==> config.mk <==
export PLATFORM = sky130hd
export DESIGN_NAME = jump_redirect_unit
export DESIGN_NICKNAME = d
export VERILOG_FILES = /design/src/rtl/jump_redirect_unit_pkg.sv /design/src/rtl/jump_redirect_unit_branch_cmp.sv /design/src/rtl/jump_redirect_unit.sv
export SDC_FILE = /design/constraint.sdc
export NUM_CORES = 1
export LEC_CHECK = 0
export BUFFER_PORTS_ARGS = -buffer_cell sky130_fd_sc_hd__buf_4
export CORE_ASPECT_RATIO = 1.5
export CORE_UTILIZATION = 47
export DETAILED_ROUTE_END_ITERATION = 12
export GPL_TIMING_DRIVEN = 1
export HOLD_SLACK_MARGIN = 0.03
export PLACE_DENSITY = 0.79
export SYNTH_ARGS = -nofsm -noshare
export SYNTH_HDL_FRONTEND = slang
export SYNTH_SLANG_ARGS = --single-unit
==> constraint.sdc <==
create_clock -name i_clk -period 1.9 [get_ports i_clk]
set_input_delay 0.19 -clock i_clk [delete_from_list [all_inputs] [get_ports i_clk]]
set_output_delay 0.19 -clock i_clk [all_outputs]
set_load 0.02 [all_outputs]
==> src/rtl/jump_redirect_unit_pkg.sv <==
// Shared definitions for the jump/branch/system redirect path: class bit indices,
// decoded class enum, FSM state encoding and the priority class decoder.
package jump_redirect_unit_pkg;

   localparam int unsigned XLEN_DEF        = 32;
   localparam int unsigned CLS_W           = 12;
   localparam int unsigned ECALL_CAUSE_DEF = 11;

   // One-hot class bit positions, common with the pre-decoder
   localparam int unsigned EJB_EBREAK   = 0;
   localparam int unsigned EJB_ECALL    = 1;
   localparam int unsigned EJB_MRET     = 2;
   localparam int unsigned EJB_JAL      = 3;
   localparam int unsigned EJB_JALR     = 4;
   localparam int unsigned EJB_BEQ      = 5;
   localparam int unsigned EJB_BNE      = 6;
   localparam int unsigned EJB_BGE      = 7;
   localparam int unsigned EJB_BGEU     = 8;
   localparam int unsigned EJB_BLTU     = 9;
   localparam int unsigned EJB_BLT      = 10;
   localparam int unsigned EJB_NOT_JUMP = 11;

   typedef enum logic [3:0] {
      CLS_EBREAK   = 4'd0,
      CLS_ECALL    = 4'd1,
      CLS_MRET     = 4'd2,
      CLS_JAL      = 4'd3,
      CLS_JALR     = 4'd4,
      CLS_BEQ      = 4'd5,
      CLS_BNE      = 4'd6,
      CLS_BGE      = 4'd7,
      CLS_BGEU     = 4'd8,
      CLS_BLTU     = 4'd9,
      CLS_BLT      = 4'd10,
      CLS_NOT_JUMP = 4'd11
   } cls_e;

   localparam logic [1:0] ST_IDLE  = 2'd0;
   localparam logic [1:0] ST_REDIR = 2'd1;
   localparam logic [1:0] ST_HALT  = 2'd2;

   // Lowest set bit wins; an all-zero code falls through to not_jump
   function automatic cls_e cls_decode(input logic [CLS_W-1:0] cls);
      cls_e res;
      res = CLS_NOT_JUMP;
      for (int i = CLS_W - 1; i >= 0; i--) begin
         if (cls[i]) res = cls_e'(4'(i));
      end
      return res;
   endfunction

endpackage

==> src/rtl/jump_redirect_unit_branch_cmp.sv <==
// Combinational branch resolution: decoded class plus operands to taken.
module jump_redirect_unit_branch_cmp
   import jump_redirect_unit_pkg::*;
#(
   parameter int unsigned XLEN = XLEN_DEF
) (
   input  logic [CLS_W-1:0] i_cls,
   input  logic [XLEN-1:0]  i_rs1_val,
   input  logic [XLEN-1:0]  i_rs2_val,
   output logic             o_taken_c
);

   logic w_eq;
   logic w_lt_s;
   logic w_lt_u;

   assign w_eq   = (i_rs1_val == i_rs2_val);
   assign w_lt_s = ($signed(i_rs1_val) < $signed(i_rs2_val));
   assign w_lt_u = (i_rs1_val < i_rs2_val);

   always_comb begin
      o_taken_c = 1'b0;
      case (cls_decode(i_cls))
         CLS_BEQ:  o_taken_c = w_eq;
         CLS_BNE:  o_taken_c = ~w_eq;
         CLS_BLT:  o_taken_c = w_lt_s;
         CLS_BGE:  o_taken_c = ~w_lt_s;
         CLS_BLTU: o_taken_c = w_lt_u;
         CLS_BGEU: o_taken_c = ~w_lt_u;
         default:  o_taken_c = 1'b0;
      endcase
   end

endmodule

==> src/rtl/jump_redirect_unit.sv <==
// Resolves branches, jal/jalr and ecall/mret into a fetch redirect with flush,
// keeps mepc/mcause and a sticky ebreak halt.
module jump_redirect_unit
   import jump_redirect_unit_pkg::*;
#(
   parameter int unsigned XLEN        = XLEN_DEF,
   parameter int unsigned ECALL_CAUSE = ECALL_CAUSE_DEF
) (
   input  logic             i_clk,
   input  logic             i_rst,
   input  logic             i_in_valid,
   output logic             o_in_ready,
   input  logic [CLS_W-1:0] i_cls,
   input  logic [XLEN-1:0]  i_pc,
   input  logic [XLEN-1:0]  i_rs1_val,
   input  logic [XLEN-1:0]  i_rs2_val,
   input  logic [XLEN-1:0]  i_imm,
   input  logic [XLEN-1:0]  i_mtvec,
   output logic             o_redirect_valid,
   input  logic             i_redirect_ready,
   output logic [XLEN-1:0]  o_redirect_pc,
   output logic             o_flush,
   output logic             o_link_we,
   output logic [XLEN-1:0]  o_link_data,
   output logic [XLEN-1:0]  o_mepc,
   output logic [XLEN-1:0]  o_mcause,
   output logic             o_halt
);

   logic [1:0]      r_state,          w_state_d;
   logic            r_in_ready,       w_in_ready_d;
   logic            r_redirect_valid, w_redirect_valid_d;
   logic [XLEN-1:0] r_redirect_pc,    w_redirect_pc_d;
   logic            r_flush,          w_flush_d;
   logic            r_link_we,        w_link_we_d;
   logic [XLEN-1:0] r_link_data,      w_link_data_d;
   logic [XLEN-1:0] r_mepc,           w_mepc_d;
   logic [XLEN-1:0] r_mcause,         w_mcause_d;
   logic            r_halt,           w_halt_d;

   cls_e            w_cls;
   logic            w_taken_c;
   logic            w_accept;
   logic            w_redir;
   logic [XLEN-1:0] w_target;
   logic [XLEN-1:0] w_pc_imm;
   logic [XLEN-1:0] w_jalr_tgt;
   logic [XLEN-1:0] w_pc4;

   jump_redirect_unit_branch_cmp #(
      .XLEN (XLEN)
   ) u_branch_cmp (
      .i_cls     (i_cls),
      .i_rs1_val (i_rs1_val),
      .i_rs2_val (i_rs2_val),
      .o_taken_c (w_taken_c)
   );

   assign w_cls      = cls_decode(i_cls);
   assign w_accept   = i_in_valid & r_in_ready & (r_state == ST_IDLE);
   assign w_pc_imm   = i_pc + i_imm;
   assign w_jalr_tgt = (i_rs1_val + i_imm) & ~XLEN'(1);
   assign w_pc4      = i_pc + XLEN'(4);

   // Next-state and next-output logic; flush and link_we default low so they pulse
   always_comb begin
      w_state_d          = r_state;
      w_redirect_valid_d = r_redirect_valid;
      w_redirect_pc_d    = r_redirect_pc;
      w_flush_d          = 1'b0;
      w_link_we_d        = 1'b0;
      w_link_data_d      = r_link_data;
      w_mepc_d           = r_mepc;
      w_mcause_d         = r_mcause;
      w_halt_d           = r_halt;
      w_redir            = 1'b0;
      w_target           = '0;

      case (r_state)
         ST_IDLE: begin
            if (w_accept) begin
               case (w_cls)
                  CLS_EBREAK: begin
                     w_halt_d  = 1'b1;
                     w_state_d = ST_HALT;
                  end
                  CLS_ECALL: begin
                     w_redir    = 1'b1;
                     w_target   = i_mtvec;
                     w_mepc_d   = i_pc;
                     w_mcause_d = XLEN'(ECALL_CAUSE);
                  end
                  // Return target is mepc as it stood before this edge
                  CLS_MRET: begin
                     w_redir  = 1'b1;
                     w_target = r_mepc;
                  end
                  CLS_JAL: begin
                     w_redir       = 1'b1;
                     w_target      = w_pc_imm;
                     w_link_we_d   = 1'b1;
                     w_link_data_d = w_pc4;
                  end
                  CLS_JALR: begin
                     w_redir       = 1'b1;
                     w_target      = w_jalr_tgt;
                     w_link_we_d   = 1'b1;
                     w_link_data_d = w_pc4;
                  end
                  CLS_BEQ, CLS_BNE, CLS_BGE, CLS_BGEU, CLS_BLTU, CLS_BLT: begin
                     w_redir  = w_taken_c;
                     w_target = w_pc_imm;
                  end
                  default: w_redir = 1'b0;
               endcase

               if (w_redir) begin
                  w_redirect_valid_d = 1'b1;
                  w_redirect_pc_d    = w_target;
                  w_flush_d          = 1'b1;
                  w_state_d          = ST_REDIR;
               end
            end
         end
         ST_REDIR: begin
            if (r_redirect_valid && i_redirect_ready) begin
               w_redirect_valid_d = 1'b0;
               w_state_d          = ST_IDLE;
            end
         end
         ST_HALT:  w_state_d = ST_HALT;
         default:  w_state_d = ST_IDLE;
      endcase

      w_in_ready_d = (w_state_d == ST_IDLE);
   end

   always_ff @(posedge i_clk or negedge i_rst) begin
      if (!i_rst) begin
         r_state          <= ST_IDLE;
         r_in_ready       <= 1'b0;
         r_redirect_valid <= 1'b0;
         r_redirect_pc    <= '0;
         r_flush          <= 1'b0;
         r_link_we        <= 1'b0;
         r_link_data      <= '0;
         r_mepc           <= '0;
         r_mcause         <= '0;
         r_halt           <= 1'b0;
      end else begin
         r_state          <= w_state_d;
         r_in_ready       <= w_in_ready_d;
         r_redirect_valid <= w_redirect_valid_d;
         r_redirect_pc    <= w_redirect_pc_d;
         r_flush          <= w_flush_d;
         r_link_we        <= w_link_we_d;
         r_link_data      <= w_link_data_d;
         r_mepc           <= w_mepc_d;
         r_mcause         <= w_mcause_d;
         r_halt           <= w_halt_d;
      end
   end

   assign o_in_ready       = r_in_ready;
   assign o_redirect_valid = r_redirect_valid;
   assign o_redirect_pc    = r_redirect_pc;
   assign o_flush          = r_flush;
   assign o_link_we        = r_link_we;
   assign o_link_data      = r_link_data;
   assign o_mepc           = r_mepc;
   assign o_mcause         = r_mcause;
   assign o_halt           = r_halt;

endmodule

======== Yosys cells after proc, flatten, opt, wreduce, memory -nomap -nowiden ========
Index checks and enable logic that the tools add are counted.
word-level totals
  output and inout port bits .............. 133
  memories ................................ 0
  ROM bits ................................ 0
  RAM bits ................................ 0
  bits in latches ......................... 0
  word-level logic and storage cells ...... 81
  bits in registers ....................... 104
  input bits .............................. 176
cells by class
  shifts and indexed selects .............. 0
  $mul .................................... 0
  multiplexer cells ....................... 31
  $lt $le $gt $ge ......................... 2
  equality and inequality tests ........... 16
  bitwise gates (word level) .............. 5
  reduce and logical (&&, ||, !) cells .... 14
  divide/modulo/power cells ............... 0
  add/sub/neg operators ................... 3
operator list
  operator               count
  $pmux 32 s4            1
  $add 32x32->32         2
  $lt 32x32->1           2
  $mux 4                 9
  $add 32x3->32 const B  1
  $eq 32x32->1           1
  $eq 4x3->1 const B     4
  $eq 4x4->1 const B     3
  $mux 1                 12
  $reduce_and 3->1       4
  $mux 2                 5
  $eq 4x2->1 const B     2
  $reduce_or 7->1        1
  $pmux 1 s6             1
  $pmux 2 s3             1
  $reduce_or 6->1        1
  $eq 4x1->1 const B     1
  $logic_not 2->1        2
  $logic_not 4->1        1
  $ne 2x2->1 const B     2
  $pmux 1 s2             2
  $reduce_and 4->1       1
  $reduce_or 4->1        1
  $not 1->1              3
  7 further kinds        8

======== Depth between registers and ports, before layout ========
Gate-level depths: netlist (run 1).
  depth after elaboration ................. 20
  mapped depth ............................ 13
  gate-level depth less buffers ........... 12

======== By module ========
Synthesis (run 1) repeated with hierarchy kept, for this count alone.
second synthesis, totals
  cell total of the unflattened synthesis .. 1107
  area total of the unflattened synthesis .. 9445.3 sq um
by module, submodules not included
  module                         sequential area each (sq um)  cells each  instances  area each (sq um)
  jump_redirect_unit             2602.5                        963         1          8438.1
  jump_redirect_unit_branch_cmp  0.0                           144         1          1007.2

======== Worst setup path after synthesis (run 1) ========
OpenSTA, ideal clock, no wires.
  path type ............................... input -> register
  start ................................... input port i_rs2_val[5]
  end ..................................... register r_redirect_pc[26], in the netlist o_redirect_pc[26]
  setup slack ............................. -1.003 ns
  setup time .............................. 0.128 ns
  path buffers ............................ 1
  stages on the path ...................... 12
  arrival ................................. 2.776 ns
  cells stage by stage .................... inv_1 -> ha_1 -> a21o_1 -> nand3_1 -> a21oi_1 -> a2111oi_0 -> o21ai_0 -> a21oi_1 -> mux4_2 -> o31ai_4 -> buf_2 -> mux2_1
on the way
  longest elaborated chain between the ends .. 7
RTL lines
  element                               RTL line                                                                                                       text
  start, declared                       jump_redirect_unit.sv:16                                                                                       input logic [XLEN-1:0] i_rs2_val,
  $lt 32x32->1 (tied with other cells)  jump_redirect_unit_branch_cmp.sv:19                                                                            assign w_lt_u = (i_rs1_val < i_rs2_val);
  $not 1->1, on equally long branches   jump_redirect_unit_branch_cmp.sv:29, jump_redirect_unit_branch_cmp.sv:25, jump_redirect_unit_branch_cmp.sv:27
  $pmux 1 s6 *                          jump_redirect_unit_branch_cmp.sv:23                                                                            case (cls_decode(i_cls))
  $pmux 1 s2 *                          jump_redirect_unit.sv:82                                                                                       case (w_cls)
  $mux 1 *                              jump_redirect_unit.sv:81                                                                                       if (w_accept) begin
  $mux 1 *                              jump_redirect_unit.sv:79                                                                                       case (r_state)
  $reduce_and 3->1 (no source line) *   --
  end signal, assigned                  jump_redirect_unit.sv:154                                                                                      r_redirect_pc <= w_redirect_pc_d;
  end, declared                         jump_redirect_unit.sv:33                                                                                       logic [XLEN-1:0] r_redirect_pc, w_redirect_pc_d;
Every way passes the cells marked *; elsewhere a longest branch is shown, timed or not. The select of a mux whose other input is x is not followed.
A chain may end at the register's enable or synchronous reset.

======== Worst setup path in the final report (run 1) ========
  start ................................... input port i_pc[4]
  end ..................................... register r_redirect_pc[31], in the netlist o_redirect_pc[31]
on the way
  longest elaborated chain between the ends .. 2
RTL lines
  element          RTL line                  text
  start, declared  jump_redirect_unit.sv:14  input logic [XLEN-1:0] i_pc,
  $add 32x32->32   jump_redirect_unit.sv:61  assign w_pc_imm = i_pc + i_imm;
  $pmux 32 s4      jump_redirect_unit.sv:82
No other way between the ends.

==> results of run 1 <==
[sequential cells by signal (all words and copies together), names as in the netlist]
register	cells
o_redirect_valid	1
o_link_data	32
o_mcause	1
o_flush	1
o_mepc	32
o_in_ready	1
o_link_we	1
r_state	2
o_redirect_pc	32
o_halt	1
[area by class of cell]
class	instances	area share [%]
Multi-Input combinational cell	819	45.63
Sequential cell	104	17.44
Inverter	51	1.450
Clock inverter	6	0.5114
Timing Repair Buffer	577	31.25
Tap cell	252	2.113
Clock buffer	10	1.601
[worst reg2reg max path, stage by stage, from the launching register on]
cell and delay, ns:
dfrtp_1 0.46, nor3_1 0.19, buf_4 0.17, o2111a_2 0.34, buf_12 0.19, mux2_4 0.31
[per-layer routing]
metal | global-route usage, % | wire (um) | part of all wire [%] | vias to the layer above
li1 | - | - | - | 4769
met5 | 0 | 0 | 0 | -
met1 | 38.34 | 13160 | 33 | 5064
met4 | 28.51 | 3726 | 9.5 | 0
met3 | 4.676 | 2557 | 6.5 | 228
met2 | 68.75 | 19960 | 51 | 663
[cell families after synthesis]
group | Yosys count | share of synthesized area [%]
AOI/OAI and AO/OA | 303 | 22.54
and+or+nand+nor | 256 | 13.68
buffers and inverters | 112 | 6.159
DFF | 104 | 29.12
adders and majority gates | 96 | 13.61
xor gates and xnor gates | 80 | 7.839
muxes | 55 | 7.027
other | 1 | 0.04195
[layout by cell type (no fill, tap or decap), types with 7 or more instances in the layout]
cell	count
and2_1	9
a21o_1	30
nand2_1	67
a21oi_1	59
clkbuf_16	12
nor3_1	11
o21ai_1	7
xnor2_1	36
conb_1	29
nor2_1	34
nand4_1	18
buf_12	11
and3_1	12
nor2_4	27
dfrtp_1	104
buf_4	536
o21ai_0	49
ha_1	79
nand2b_1	9
ha_4	15
a222oi_1	22
mux2_4	20
nor2b_1	7
xor2_1	44
buf_6	18
a21oi_2	40
inv_1	43
a22oi_1	8
a31oi_1	15
buf_8	7
nand3_1	25
mux2_2	32
[final timing paths]
kind                                               from                       endpoint  slack, ns
max in group asynchronous                         i_rst         o_mepc[31]$_DFFE_PN0P_       0.79
hold / removal                                 i_pc[24]         o_mepc[24]$_DFFE_PN0P_       0.09
setup reg to reg                   r_state[1]$_DFF_PN0_     o_link_data[3]$_DFFE_PN0P_       0.13
setup / recovery                                i_pc[4]  o_redirect_pc[31]$_DFFE_PN0P_      -0.90
min in group asynchronous                         i_rst    o_link_data[24]$_DFFE_PN0P_       0.36
hold reg to reg            o_redirect_pc[3]$_DFFE_PN0P_   o_redirect_pc[3]$_DFFE_PN0P_       0.49
[report_power, final]
group          internal [mW]  total, mW  leakage (nW)  switching (mW)
sequential              2.21       2.21          1.44               0
clock                   1.08       2.08         0.149           0.993
combinational           1.35       2.72          5.98            1.36
[timing repair]
item                                    in CTS  in global routing
buffers inserted                            14                  5
hold buffers                                 1                  0
gates cloned                                 2                  3
endpoints found under the hold margin       36                  0
endpoints found under the setup margin      69                 69
resized for setup                           77                130
pin swaps                                   15                 27
[per-stage QoR]
stage / TNS, ns / hold slack (ns)
floorplan: -28.24 / -0.1056
global placement: -59.59 / 0.2157
detailed placement: -61.95 / 0.2198
CTS: -32.78 / 0.09370
global route: -39.50 / 0.09287
finish: -32.48 / 0.09140
==> impl_metrics.ini, run 1 <==
[run_status]
status = finished with violations
violations = setup timing

[final_layout]
diodes = 0
syn_to_final_growth_pct = 66.97
final_cell_count_no_fill = 1819
nets = 1834
multi_input_comb_area_um2 = 6810
regArea_um2 = 2603
drive_above_1_share_pct = 50.35
final_cell_area_um2 = 14920
fill_cells = 1197
utilization_pct = 80.47

[critical_path]
crit_arrival_ns = 3.04
crit_chain = buf_4 > ha_1 > a21oi_1 > o31ai_4 > o2111a_2 > o2111ai_1 > buf_4 > a21oi_1 > o21ai_1 > buf_4 > a211oi_2 > o41a_1 > mux2i_1 > a2bb2oi_1
crit_cells = 14
crit_buf_inv = 3
endpoint_kind = register
cp_max_fo = 3
ff2ff_path_depth = 5
cpPeakStageDelay_ns = 0.40
crit_type = input port to register
crit_family = compound AO/OA/AOI/OAI gates
slowest_stage = o41a_1
crit_path_start_kind = input port
crit_path_frequent_cell = buf_4
crit_required_ns = 2.14

[detailed_routing]
via_per_inst = 5.896
wirelength_mm = 39.40
post_drt_wl_per_cell_um = 21.66
first_iter_violations = 928
drc = 0
ant_nets = 0
vias = 10720
dr.pass1.iters = 6

[yosys]
synthArstFlopShare_pct = 100.0
netlist_instances = 1007
synthDistinctLibCells = 69
ys_seq_area_share_pct = 29.12
ys.flop_type = dfrtp_1
synth.area.top_cells = dfrtp_1, ha_1, a21oi_1
ys_ff_latch = 104
synth_most_common_cell = dfrtp_1
synth_area_per_cell_um2 = 8.876
yosysTopAreaCell = dfrtp_1
yosysWarningCount = 0
synth.cell_area_um2 = 8939
synth_top_area_share_pct = 29.12
synth_edf_count = 0
yosys-top-cells-count = dfrtp_1, a21oi_1, ha_1

[place]
dp.cells = 1782
dp_slack_ns = -1.366
post-dp-hpwl_mm = 29.53
gp_congestion = 1.006
placed_area_um2 = 13490
io_buffers = 278

[die]
num_rows = 61
dieHeight_um = 170.9
core_um2 = 18550
die_w_um = 114.6
dieArea_um2 = 19590
io_pins = 309
start_util_pct = 48.20

[sta]
fin_crit_ns = 2.804
fin_crit_sh_pct = 147.6
clock_skew_ns = 0.01249
relSlewSlack_pct = 60.24
setup-violations-final = 68
tightest_slew_ns = 0.5964
hold_viol_final = 0
fin_ws_ns = -0.9036
grt_setup_unrepaired = true
slew_violations = 0
fmax_mhz = 356.7

[hold_path]
hp-class = input port to register
hold-path-cell-count = 2

[clock_tree]
clock_sinks = 104
clockRootBuffer = clkbuf_16
cts.htree.levels = 3
clk_pin_slew_ns = 0.08
ctsLongestPathBuffers = 2
cts_tree = built
clock_latency_ns = 0.36
cts_buffers = 9

[power]
irDropWorstVdd_v = 0.0005318
leakagePower_nw = 7.569
p_per_area_nw_per_um2 = 469.3
power_mw = 7.004

[global_routing]
grt_pass1_vias = 10710
grt_start_max_net_pins = 41
antenna_found_initial = 0
track_usage_pct = 37.48
overflow = 0
grt_pass1_wl_mm = 55.23

[job]
maxCapViolCount = 0
Note: power is estimated with default switching activity, not from simulation.
==> inputs of run 2 (changes only) <==
--- a/config.mk
+++ b/config.mk
@@ -7,6 +7,7 @@
 export LEC_CHECK = 0
 export BUFFER_PORTS_ARGS = -buffer_cell sky130_fd_sc_hd__buf_4
 export CORE_ASPECT_RATIO = 1.5
+export CORE_MARGIN = 8
 export CORE_UTILIZATION = 47
 export DETAILED_ROUTE_END_ITERATION = 12
 export GPL_TIMING_DRIVEN = 1
==> constraint.sdc (replaced) <==
create_clock -name i_clk -period 1.9 [get_ports i_clk]
set_input_delay 0.38 -clock i_clk [delete_from_list [all_inputs] [get_ports i_clk]]
set_output_delay 0.38 -clock i_clk [all_outputs]
set_load 0.02 [all_outputs]
==> impl_metrics.ini, run 2 (same netlist as run 1, synthesis figures left out) <==
[final_layout]
mostFrequentLayoutCell = buf_4
fill_cells = 1230
drive_above_1_share_pct = 49.39
syn_to_final_growth_pct = 67.26
final_cell_count_no_fill = 1826
nets = 1836
layout_common_cells = buf_4, dfrtp_1, ha_1, nand2_1, a21oi_1

[sta]
fin_setup_tns_ns = -50.78
grt_setup_unrepaired = true
fin_ws_ns = -1.232
setup-violations-final = 70
fin_crit_sh_pct = 164.8
relSlewSlack_pct = 61.30
hold_viol_final = 0
fmax_mhz = 319.3
slew_violations = 0
tightest_slew_ns = 0.5745
clock_skew_ns = 0.01174
fin_crit_ns = 3.132

[detailed_routing]
first_iter_violations = 900
via_per_inst = 5.970
vias = 10900
wirelength_mm = 42.51
dr.pass1.iters = 9
drc = 0
ant_nets = 0
post_drt_wl_per_cell_um = 23.28

[power]
p_per_area_nw_per_um2 = 469.8
leakagePower_nw = 7.634
irDropWorstVdd_v = 0.0004705
power_mw = 7.024

[run_status]
status = finished with violations
violations = setup timing

[critical_path]
rr_endpoint = o_redirect_pc[30]$_DFFE_PN0P_
cp-endpoint = o_redirect_pc[17]$_DFFE_PN0P_
r2r-start = r_state[0]$_DFF_PN0_
endpoint_kind = register
crit_required_ns = 2.15
crit_path_start_kind = input port
r2r_slack_ns = 0.11
crit_arrival_ns = 3.38
cp-startpoint = i_rs2_val[1]
cp_max_fo = 7
ff2ff_path_depth = 7
crit_type = input port to register

[die]
die_w_um = 128.6
io_pins = 309
dieArea_um2 = 23780
start_util_pct = 47.22
core_um2 = 18930
dieHeight_um = 184.9
num_rows = 62

[global_routing]
overflow = 0
globalRouteMet1Util_pct = 33.20
antenna_found_initial = 1
grtUsageMet2_pct = 62.07
grt_start_max_net_pins = 44
grt-busiest-layer = met2
grt_pass1_wl_mm = 62.96
track_usage_pct = 34.33
use_met3_pct = 6.657
grt_pass1_vias = 11780

[place]
gp_congestion = 1.024
post-dp-hpwl_mm = 31.43
dp.cells = 1778
io_buffers = 278

[clock_tree]
cts.htree.levels = 3
ctsLongestPathBuffers = 2
cts_buffers = 9
cts_tree = built
clock_sinks = 104
clockRootBuffer = clkbuf_16
clk_pin_slew_ns = 0.08
clock_latency_ns = 0.37

[job]
maxCapViolCount = 0

[hold_path]
hp-class = input port to register
-- run 2: changes by cell type in the layout (fill, tap and decap cells not counted), sizes merged --
cell / change
buf: +3
bufinv: +1
clkbuf: -2
clkinvlp: -2
diode: +1
inv: +2
-- run 2: what timing repair did --
item | CTS | global route
setup buffers | 22 | 4
hold buffers | 1 | 0
endpoints found under the setup margin | 69 | 69
resized for setup | 103 | 60
pin swaps | 16 | 19
gates cloned | 9 | 2
hold endpoints to repair | 12 | 0
-- run 2: how the worst min path moves through the flow --
stage	start	to	slack, ns	cells past startpoint
6_report	i_pc[31]	o_mepc[31]$_DFFE_PN0P_	0.31	2
2_1_floorplan	i_rst	o_flush$_DFF_PN0_	0.08	0
3_5_place_dp	i_rst	o_halt$_DFFE_PN0P_	0.26	1
4_1_cts	i_pc[31]	o_mepc[31]$_DFFE_PN0P_	0.31	2
5_1_grt	i_pc[31]	o_mepc[31]$_DFFE_PN0P_	0.32	2
3_3_place_gp	i_rst	o_halt$_DFFE_PN0P_	0.26	1
-- run 2: worst max-delay path, cell delays in order --
cell and delay [ns]:
buf_6 0.10, inv_4 0.05, ha_4 0.19, nor2b_4 0.12
o211ai_1 0.28, a2111oi_2 0.12, a211oi_1 0.24, o21ai_1 0.20
a21oi_2 0.22, mux4_2 0.56, o31ai_4 0.24, buf_6 0.19
buf_6 0.13, inv_8 0.05, mux2_4 0.30
-- run 2: report_power, final --
part | switching [mW] | internal [mW] | leakage, nW
Clock | 0.977 | 1.19 | 0.164
Sequential | 0 | 2.21 | 1.44
Combinational | 1.34 | 1.31 | 6.03
-- run 2: cell type report --
type                    instances  area, um^2  share of cell area (%)
flip-flops and latches        104        2603                   17.41
clock buffers                   9       225.2                   1.506
multi-input cells             819        6664                   44.57
diodes                          1       2.502                 0.01674
inverters                      51       214.0                   1.431
clock inverters                 7       108.9                  0.7281
well taps                     256       320.3                   2.142
repair buffers                579        4813                   32.20
-- run 2: metal layers --
metal | up-vias | wire [um]
met2 | 700 | 21340
met3 | 247 | 3140
met1 | 5176 | 14050
met5 | - | 0
li1 | 4778 | -
met4 | 0 | 3976
-- run 2: stage by stage --
stage	cell area [um^2]	hold slack [ns]	util, %	setup slack [ns]
3_3_place_gp	13570	0.2589	71.69	-1.476
4_1_cts	14770	0.3057	78.03	-1.096
2_1_floorplan	9412	0.08441	-	-1.072
6_report	14950	0.3064	78.99	-1.232
5_1_grt	14950	0.3232	78.99	-1.355
3_5_place_dp	13570	0.2554	71.69	-1.635
==> inputs of run 3 (changes only) <==
==> constraint.sdc (replaced) <==
create_clock -name i_clk -period 2.5 [get_ports i_clk]
set_input_delay 0.5 -clock i_clk [delete_from_list [all_inputs] [get_ports i_clk]]
set_output_delay 0.5 -clock i_clk [all_outputs]
set_load 0.02 [all_outputs]
==> impl_metrics.ini, run 3 (same netlist as run 1, synthesis figures left out) <==
[run_status]
status = finished with violations
violations = setup timing

[critical_path]
crit_chain = buf_6 > inv_4 > ha_4 > nor2b_4 > o211ai_1 > a2111oi_2 > a211oi_1 > o21ai_1 > a21oi_2 > mux4_2 > o31ai_4 > buf_6 > clkinv_8 > mux2_4
cp_max_fo = 8
crit_path_start_kind = input port
crit_family = compound AO/OA/AOI/OAI gates
crit_buf_inv = 4
cpPeakStageDelay_ns = 0.55
crit_arrival_ns = 3.31
slowest_stage = mux4_2
endpoint_kind = register
crit_type = input port to register
crit_required_ns = 2.73
crit_path_frequent_cell = buf_6

[detailed_routing]
drc = 0
vias = 10310
dr.pass1.iters = 6
post_drt_wl_per_cell_um = 21.96
first_iter_violations = 837
via_per_inst = 5.759
wirelength_mm = 39.30
ant_nets = 0

[die]
num_rows = 62
core_um2 = 18930
start_util_pct = 47.22
dieArea_um2 = 23780
die_w_um = 128.6
dieHeight_um = 184.9
io_pins = 309

[clock_tree]
clk_pin_slew_ns = 0.08
ctsLongestPathBuffers = 2
cts_buffers = 9
clock_latency_ns = 0.35
clock_sinks = 104
cts.htree.levels = 3
cts_tree = built
cts_hold_buf = 0
clockRootBuffer = clkbuf_16

[place]
io_buffers = 278
placed_area_um2 = 13260
post-dp-hpwl_mm = 32.23
dp.cells = 1761
gp_congestion = 1.036

[global_routing]
track_usage_pct = 31.30
grt_pass1_vias = 10780
antenna_found_initial = 0
overflow = 0
grt_start_max_net_pins = 45
grt_pass1_wl_mm = 56.99

[power]
irDropWorstVdd_v = 0.0003295
leakagePower_nw = 7.237
p_per_area_nw_per_um2 = 356.4
power_mw = 4.996

[final_layout]
fill_cells = 1451
drive_above_1_share_pct = 44.98
mostFrequentLayoutCell = buf_4
final_cell_count_no_fill = 1790
syn_to_final_growth_pct = 56.82
diodes = 0
layout_common_cells = buf_4, dfrtp_1, a21oi_1, ha_1, nand2_1
final_cell_area_um2 = 14020
nets = 1801

[sta]
fin_crit_ns = 3.080
hold_viol_final = 0
fmax_mhz = 324.7
slew_violations = 0
timing.hold.ws_ns = 0.1564
fin_ws_ns = -0.5802
relSlewSlack_pct = 56.37
tightest_slew_ns = 0.6380
grt_setup_unrepaired = true
clock_skew_ns = 0.01462
setup-violations-final = 36
fin_crit_sh_pct = 123.2

[hold_path]
hp-class = input port to async pin

[job]
maxCapViolCount = 0
## run 3: cell count changes in the layout (fill, tap and decap cells not counted), sizes merged
cell,previous run,this run
buf,576,543
clkinvlp,0,1
inv,55,52
bufinv,2,0
clkbuf,11,12
dlygate4sd3,1,0
clkinv,1,3
diode,1,0
## run 3: layer usage
metal	track usage (%)	part of all wire [%]	vias to the layer above
met2	59.01	52	528
met5	0	0	-
li1	-	-	4708
met1	29.44	33	4892
met3	4.784	6.1	180
met4	24.54	9.2	0
## run 3: cell type report
class                   count  area [um^2]  share of cell area, %
multi-input cells         819         6359                  45.36
repair buffers            544         4245                  30.29
flip-flops and latches    104         2603                  18.57
well taps                 256        320.3                  2.285
clock buffers              11        232.7                  1.660
inverters                  51        219.0                  1.562
clock inverters             5        38.79                 0.2767
## run 3: timing repair
item / CTS / global route
endpoints found under the setup margin: 42 / 61
pin swaps: 7 / 13
cloned: 0 / 1
gates resized for setup: 46 / 43
setup buffers: 6 / 7
## run 3: power breakdown
group | internal (mW) | switching [mW] | leakage [nW] | total, mW
Clock | 0.687 | 0.691 | 0.131 | 1.38
Combinational | 0.954 | 0.983 | 5.66 | 1.94
Sequential | 1.68 | 0 | 1.44 | 1.68
Total | 3.32 | 1.67 | 7.24 | 5.00
## run 3: worst paths after layout
check	cells after the start	from	to	slack (ns)
worst max register to register	8	r_state[1]$_DFF_PN0_	o_redirect_pc[1]$_DFFE_PN0P_	0.72
max in group asynchronous	2	i_rst	o_redirect_pc[7]$_DFFE_PN0P_	1.59
worst min-delay path	1	i_rst	o_link_data[26]$_DFFE_PN0P_	0.16
worst max-delay path	14	i_rs2_val[1]	o_redirect_pc[17]$_DFFE_PN0P_	-0.58
min in group i_clk	2	i_pc[1]	o_link_data[1]$_DFFE_PN0P_	0.43
worst min register to register	1	o_halt$_DFFE_PN0P_	o_halt$_DFFE_PN0P_	0.49
## run 3: worst register-to-register path, delay by kind of cell, from the launching register on
kind,cells,cell delay (ns)
AOI/OAI and AO/OA,2,0.26
DFF,1,0.49
buffers and inverters,5,0.71
and+or+nand+nor,1,0.22
## run 3: metrics by stage
| stage | setup WS, ns | setup TNS (ns) | utilization, % |
|---|---|---|---|
| after detailed placement | -1.059 | -43.91 | 70.05 |
| after CTS | -0.5456 | -17.19 | 72.60 |
| final | -0.5802 | -18.30 | 74.05 |
| after global placement | -0.9840 | -42.14 | 70.05 |
| after floorplan | -0.5923 | -17.80 | - |
| after global routing | -0.6781 | -21.92 | 74.05 |
